--- config.mk ---
export PLATFORM = sky130hd
export DESIGN_NAME = store_align_unit
export DESIGN_NICKNAME = d
export VERILOG_FILES = /design/src/rtl/rv32_lsu_pkg.sv /design/src/rtl/store_lane_gen.sv /design/src/rtl/store_align_unit.sv
export SDC_FILE = /design/constraint.sdc
export NUM_CORES = 1
export LEC_CHECK = 0
export ABC_AREA = 0
export CORE_ASPECT_RATIO = 1.2
export CORE_MARGIN = 4
export CORE_UTILIZATION = 50
export CTS_CLUSTER_SIZE = 25
export DETAILED_ROUTE_END_ITERATION = 7
export PLACE_DENSITY = 0.81
export SLEW_MARGIN = 15
export SYNTH_ARGS = -nofsm -noshare
export SYNTH_HDL_FRONTEND = slang
export SYNTH_SLANG_ARGS = --single-unit
--- constraint.sdc ---
create_clock -name clk -period 5.9 [get_ports clk]
set_input_delay 1.18 -clock clk [delete_from_list [all_inputs] [get_ports clk]]
set_output_delay 1.18 -clock clk [all_outputs]
set_load 0.03 [all_outputs]
--- src/rtl/rv32_lsu_pkg.sv ---
// rv32_lsu_pkg: shared store size encodings and store FSM state type.
package rv32_lsu_pkg;
    localparam logic [1:0] SZ_B = 2'b00;
    localparam logic [1:0] SZ_H = 2'b01;
    localparam logic [1:0] SZ_W = 2'b10;
    typedef enum logic [1:0] {IDLE, BEAT0, BEAT1, FIN} state_t;
endpackage

--- src/rtl/store_lane_gen.sv ---
// store_lane_gen: places a right-justified store into one or two word beats.
// Ports: addr/data/size in; addr0/wdata0/strb0 and addr1/wdata1/strb1 beat fields out;
// split out when the store crosses into the next word.
module store_lane_gen
    import rv32_lsu_pkg::*;
(
    input  logic [31:0] addr,
    input  logic [31:0] data,
    input  logic [1:0]  size,
    output logic [31:0] addr0,
    output logic [31:0] addr1,
    output logic [31:0] wdata0,
    output logic [31:0] wdata1,
    output logic [3:0]  strb0,
    output logic [3:0]  strb1,
    output logic        split
);
    logic [3:0]  base;
    logic [31:0] dm;
    logic [7:0]  m8;
    logic [63:0] d64;
    always_comb begin
        base   = size == SZ_B ? 4'b0001 : size == SZ_H ? 4'b0011 : size == SZ_W ? 4'b1111 : 4'b0000;
        dm     = size == SZ_B ? {24'b0, data[7:0]} : size == SZ_H ? {16'b0, data[15:0]} : data;
        m8     = {4'b0, base} << addr[1:0];
        d64    = {32'b0, dm} << {addr[1:0], 3'b000};
        addr0  = addr & ~32'd3;
        addr1  = addr0 + 32'd4;
        wdata0 = d64[31:0];
        wdata1 = d64[63:32];
        strb0  = m8[3:0];
        strb1  = m8[7:4];
        split  = |m8[7:4];
    end
endmodule

--- src/rtl/store_align_unit.sv ---
// store_align_unit: accepts one store, issues its aligned write beat(s), pulses done/err.
// Ports: clk/rst; req_valid/req_ready/req_addr/req_data/req_size request side;
// mem_valid/mem_ready/mem_addr/mem_wdata/mem_wstrb beat side; done/err retire pulses.
module store_align_unit
    import rv32_lsu_pkg::*;
#(
    parameter int MISALIGN_SPLIT = 1
) (
    input  logic        clk,
    input  logic        rst,
    input  logic        req_valid,
    output logic        req_ready,
    input  logic [31:0] req_addr,
    input  logic [31:0] req_data,
    input  logic [1:0]  req_size,
    output logic        mem_valid,
    input  logic        mem_ready,
    output logic [31:0] mem_addr,
    output logic [31:0] mem_wdata,
    output logic [3:0]  mem_wstrb,
    output logic        done,
    output logic        err
);
    state_t      state, next;
    logic [31:0] addr_q, data_q, addr0, addr1, wdata0, wdata1;
    logic [1:0]  size_q;
    logic [3:0]  strb0, strb1;
    logic        err_q, split, idle, bad, b1;
    // In IDLE the lane generator looks at the live request so the accept
    // edge can already decide between issuing beats and rejecting.
    assign idle = state == IDLE;
    store_lane_gen u_lane (
        .addr   (idle ? req_addr : addr_q),
        .data   (idle ? req_data : data_q),
        .size   (idle ? req_size : size_q),
        .addr0  (addr0),
        .addr1  (addr1),
        .wdata0 (wdata0),
        .wdata1 (wdata1),
        .strb0  (strb0),
        .strb1  (strb1),
        .split  (split)
    );
    assign bad = req_size == 2'b11 || (MISALIGN_SPLIT == 0 && split);
    always_ff @(posedge clk) begin
        if (rst) begin
            state  <= IDLE;
            addr_q <= '0;
            data_q <= '0;
            size_q <= '0;
            err_q  <= 1'b0;
        end else begin
            state <= next;
            if (req_valid && req_ready) begin
                addr_q <= req_addr;
                data_q <= req_data;
                size_q <= req_size;
                err_q  <= bad;
            end
        end
    end
    always_comb begin
        next = state;
        case (state)
            IDLE:  next = req_valid ? (bad ? FIN : BEAT0) : IDLE;
            BEAT0: next = mem_ready ? (split ? BEAT1 : FIN) : BEAT0;
            BEAT1: next = mem_ready ? FIN : BEAT1;
            FIN:   next = IDLE;
            default: next = IDLE;
        endcase
    end
    always_comb begin
        req_ready = !rst && idle;
        mem_valid = !rst && (state == BEAT0 || state == BEAT1);
        b1        = state == BEAT1;
        mem_addr  = mem_valid ? (b1 ? addr1 : addr0) : '0;
        mem_wdata = mem_valid ? (b1 ? wdata1 : wdata0) : '0;
        mem_wstrb = mem_valid ? (b1 ? strb1 : strb0) : '0;
        done      = !rst && state == FIN;
        err       = done && err_q;
    end
endmodule

## Word level (Yosys, flattened, before mapping)

Cells that the tools add are included.

| cells by class | value |
|---|---|
| add/subtract/negate cells | 1 |
| eq/ne operators | 6 |
| shifts and indexed selects | 2 |
| muxes and demuxes | 20 |
| reduce and logical (&&, ||, !) cells | 10 |

Operators with widths:

| kind | count |
|---|---|
| $mux W32 | 8 |
| $shl A32 B5 Y64 | 1 |
| $add A32 B3 Y32 const B | 1 |
| $mux W4 | 5 |
| $eq A2 B2 Y1 const B | 4 |
| $mux W2 | 4 |
| $pmux W2 S4 | 1 |
| $shl A4 B2 Y8 | 1 |
| $logic_and A1 B1 Y1 | 5 |
| $eq A2 B1 Y1 const B | 2 |
| $logic_not A2 Y1 | 2 |
| $reduce_or A4 Y1 | 1 |
| $mux W1 | 2 |
| $logic_not A1 Y1 | 1 |
| $logic_or A1 B1 Y1 | 1 |

| word-level totals | value |
|---|---|
| flip-flop bits (word level) | 69 |
| input port bits | 70 |
| output and inout bits | 72 |
| logic and storage cells | 44 |

## Depth between registers and ports, before layout

| depth | value |
|---|---|
| depth after elaboration | 11 |
| gate-level depth with buffers | 17 |
| depth with buffers taken out | 10 |

## By module

From an unflattened synthesis, not the netlist that was laid out.

| second synthesis, totals | value |
|---|---|
| cells, all modules | 759 |
| area, all modules | 6610.1 µm² |

By module, submodules not included:

| module | instances | cells an instance | area each (µm²) | seq. area each (µm²) |
|---|---|---|---|---|
| store_align_unit | 1 | 465 | 4729.5 | 1381.3 |
| store_lane_gen | 1 | 294 | 1880.6 | 0.0 |

## Least setup slack after synthesis

Ideal clock, no wire load.

| path | value |
|---|---|
| path type | flip-flop to output port |
| start point | register state[0] |
| end point | output port mem_wdata[31] |
| arrival time | 4.629 ns |
| data required time | 4.720 ns |
| path slack | 0.091 ns |
| stages on the path, launching flop included | 16 |
| path buffers | 6 |
| cells stage by stage | dfxtp_1 inv_1 ha_1 buf_4 buf_4 buf_2 buf_2 buf_2 mux2i_1 inv_1 ha_1 or2_2 clkbuf_1 nor2_1 a21oi_1 a2111oi_0 |

| between the ends | value |
|---|---|
| word-level cells in the longest chain between the ends | 8 |
| elaborated cells between the ends (all ways) | 15 |
| classes of those cells | eq/ne (3); shift (1); mux (7); reduce/logical (4) |

RTL lines:

| what | RTL line | RTL |
|---|---|---|
| start: declaration | store_align_unit.sv:24 | `state_t state, next;` |
| start signal: assignment | store_align_unit.sv:53 | `state <= next;` |
| $logic_not A2 Y1 | store_align_unit.sv:31 | `assign idle = state == IDLE;` |
| $mux W2 | store_align_unit.sv:35 | `.size (idle ? req_size : size_q),` |
| $eq A2 B1 Y1 | store_lane_gen.sv:24 | `dm = size == SZ_B ? {24'b0, data[7:0]} : size == SZ_H ? {16'b0, data[15:0]} : data;` |
| $mux W32 (2 in a row) | store_lane_gen.sv:24 |  |
| $shl A32 B5 Y64 | store_lane_gen.sv:26 | `d64 = {32'b0, dm} << {addr[1:0], 3'b000};` |
| $mux W32 | store_align_unit.sv:77 | `mem_wdata = mem_valid ? (b1 ? wdata1 : wdata0) : '0;` |
| $mux W32 (*) | store_align_unit.sv:77 |  |
| end: declaration | store_align_unit.sv:19 | `output logic [31:0] mem_wdata,` |

Mark *: on every way between the ends. The rest lies on a longest branch, timed or not.

## Worst setup path after layout

| path | value |
|---|---|
| start point | input port req_size[0] |
| end point | output port mem_wdata[31] |

| between the ends | value |
|---|---|
| word-level cells in the longest chain between the ends | 7 |
| elaborated cells between the ends (all ways) | 8 |
| classes of those cells | eq/ne (1); shift (1); mux (5); reduce/logical (1) |

RTL lines:

| what | RTL line | RTL |
|---|---|---|
| start: declaration | store_align_unit.sv:15 | `input logic [1:0] req_size,` |
| $mux W2 (*) | store_align_unit.sv:35 |  |
| $eq A2 B1 Y1 | store_lane_gen.sv:24 |  |
| $mux W32 | store_lane_gen.sv:24 |  |
| $mux W32 (*) | store_lane_gen.sv:24 |  |
| $shl A32 B5 Y64 (*) | store_lane_gen.sv:26 |  |
| $mux W32 (*) (2 in a row) | store_align_unit.sv:77 |  |

Marked as above.

==> results.ini <==
[outcome]
outcome=finished, final reports clean

[logic_synthesis]
synth_flop_cell=dfxtp_1
ys.warnings.count=0
synth-seq-cells=69
seq_area_frac_synth=0.245
netlist_top_cells_count=nand2_1, o21ai_0, dfxtp_1
netlist_instances=783
synth.area.top_cells=dfxtp_1, mux2i_1, o21ai_0
synth_top_area_cell=dfxtp_1
synth_area_mm2=0.00563
synth_top_area_share=0.245
syn_avg_cell_area_um2=7.19
synth_most_common_cell=nand2_1
yosys.cell_types.count=51
async_flop_share=0
synth_edf_count=0

[drt]
first_pass_iters=5
drtIter0Drc=544
drcViolationCount=0
num_vias=6228
vias_per_cell=6.07
routedWlPerCell_um=18.0
drt-total-wl_mm=18.5
antenna_left=0

[setup_path]
rr_startpoint=state[0]$_SDFF_PP0_
worstSetupPathType=in -> out
reg2regPathDepth=7
rrSetupSlack_ps=2940
start_kind=input port
timing.rr.end=state[0]$_SDFF_PP0_
critical_path.max_fanout=7
critPathArrivalTime_ps=4230
cp.required_ps=4720
crit_path_end_kind=primary output

[worst_hold_path]
min_path_type=reg -> reg
holdCritStartpoint=err_q$_SDFFE_PP0P_
whs_path_depth=2
min_to=err_q$_SDFFE_PP0P_

[cts]
cts.repair.resized=0
clk_pin_slew_worst_paths_ps=50
cts.sinks=69
cts_max_level=3
cts-hold-fix-buffers=0
cts_tree=yes
cts_buffer_depth=2
insertion_delay_ps=330
cts_root_buf=clkbuf_16
post_cts_buffers=0
cts_inserted_buffers=9

[layout]
diodes=0
syn_to_final_growth_pct=31.6
drive_above_1_share=0.0783
nets=969
postLayoutCoreUtil=0.671

[global_routing]
antenna_found_initial=0
grt_pass1_vias=5953
grt_overflow=0
grt_pass1_wl_mm=29.8
grt_max_degree=133
grt_use_total=0.276

[sta]
period_needed_ps=5410
setup_ws_ps=485
slew_violations=0
final.setup_skew_ps=7.85
tightest_slew_ps=743
timing.fmax_ghz=0.185
whs_ps=458
finalSetupViolations=0
rsz0062_at_grt=false
slew_headroom=0.504
finalHoldViolCount=0
finalSetupTns_ps=0
fin_crit_sh=0.918

[run]
maxCapViolations=0

[power_and_ir_drop]
p_per_area_mw_per_mm2=239
p_switching_uw=626
peakVddDrop_mv=0.141
switching_share=0.354
power.internal_mw=1.14
clock_power_share=0.328
pwr-share-comb=0.368
seqPwrFrac=0.303
p_leak_nw=2.71

[die]
core_mm2=0.0110
die_y_um=124
die_w_um=105
dieArea_mm2=0.0130
start_util=0.510
top_level_ports=142
num_rows=42

[place]
dp_hpwl_mm=13.3
gp_congestion=0.943
portBuffers=139
pre_cts_slack_ps=466

==> routing by layer <==
layer / track usage / vias to the layer above / part of all wire
met5: 0 / - / 0
met4: 0.118 / 0 / 0.039
met3: 0.0493 / 54 / 0.067
met2: 0.479 / 310 / 0.50
met1: 0.333 / 2863 / 0.40
li1: - / 3001 / -
==> metrics by stage <==
| step | total power, mW | cell area [µm²] | cells |
|---|---|---|---|
| after floorplan | 0.969 | 5630 | 784 |
| after global placement | 1.17 | 7070 | 1009 |
| after detailed placement | 1.19 | 7070 | 1009 |
| after CTS | 1.77 | 7390 | 1025 |
| after global routing | 1.86 | 7410 | 1026 |
| final | 1.77 | 7410 | 1026 |
==> flip-flops by register name (all words and copies together) (netlist names) <==
register	cells
err_q	1
addr_q	32
size_q	2
state	2
data_q	32
==> power groups by stage <==
stage	Sequential [mW]	Clock [mW]	Combinational, mW
after global placement	0.543	0	0.632
after detailed placement	0.546	0	0.640
after global routing	0.541	0.615	0.703
after floorplan	0.538	0	0.430
final	0.536	0.581	0.651
after CTS	0.536	0.591	0.644
==> worst max-delay path by stage <==
stage                        startpoint       endpoint  slack (ps)  cells after the start
floorplan           state[0]$_SDFF_PP0_  mem_wdata[31]          90                     15
global placement            req_size[0]  mem_wdata[31]         450                      9
detailed placement          req_size[0]  mem_wdata[31]         470                      9
CTS                         req_size[0]  mem_wdata[31]         460                      9
global route                req_size[0]  mem_wdata[25]         290                     10
finish                      req_size[0]  mem_wdata[31]         490                      9
==> cells in the final DEF (no fill, tap or decap), drive strengths merged, types with 8 or more instances in the layout <==
master and instances:
clkdlybuf4s50 138, nand2 103, o21ai 97, dfxtp 69, nand2b 67, nor2 54
mux2i 53, a21oi 40, nor3 36, nand3 27, buf 20, mux2 18
a221oi 18, o211ai 15, nand4 11, or2 10, xnor2 10, ha 10
clkbuf 10, o31ai 9, inv 9, nand3b 8
==> cells by family after synthesis <==
logic type	synth area share
DFF	0.245
AOI/OAI and AO/OA	0.225
xor gates and xnor gates	0.0218
other	0.000666
muxes	0.130
adders and majority gates	0.0222
and+or+nand+nor	0.300
buffers and inverters	0.0549
==> layout make-up <==
| cell class | instances | area (µm²) |
|---|---|---|
| well taps | 132 | 165 |
| clock inverters | 6 | 86.3 |
| clock buffers | 10 | 229 |
| inverters | 8 | 30.0 |
| repair buffers | 158 | 1550 |
| fillers | 950 | 3630 |
| flip-flops and latches | 69 | 1380 |
| multi-input cells | 643 | 3960 |
==> worst max-delay path: stages <==
cell	delay (ps)
clkdlybuf4s50_1	440
mux2i_1	310
inv_1	120
ha_1	210
or2_2	380
nor2_1	220
a21oi_1	120
a2111oi_0	490
clkdlybuf4s50_1	760
Note: power is estimated with default switching activity, not from simulation.
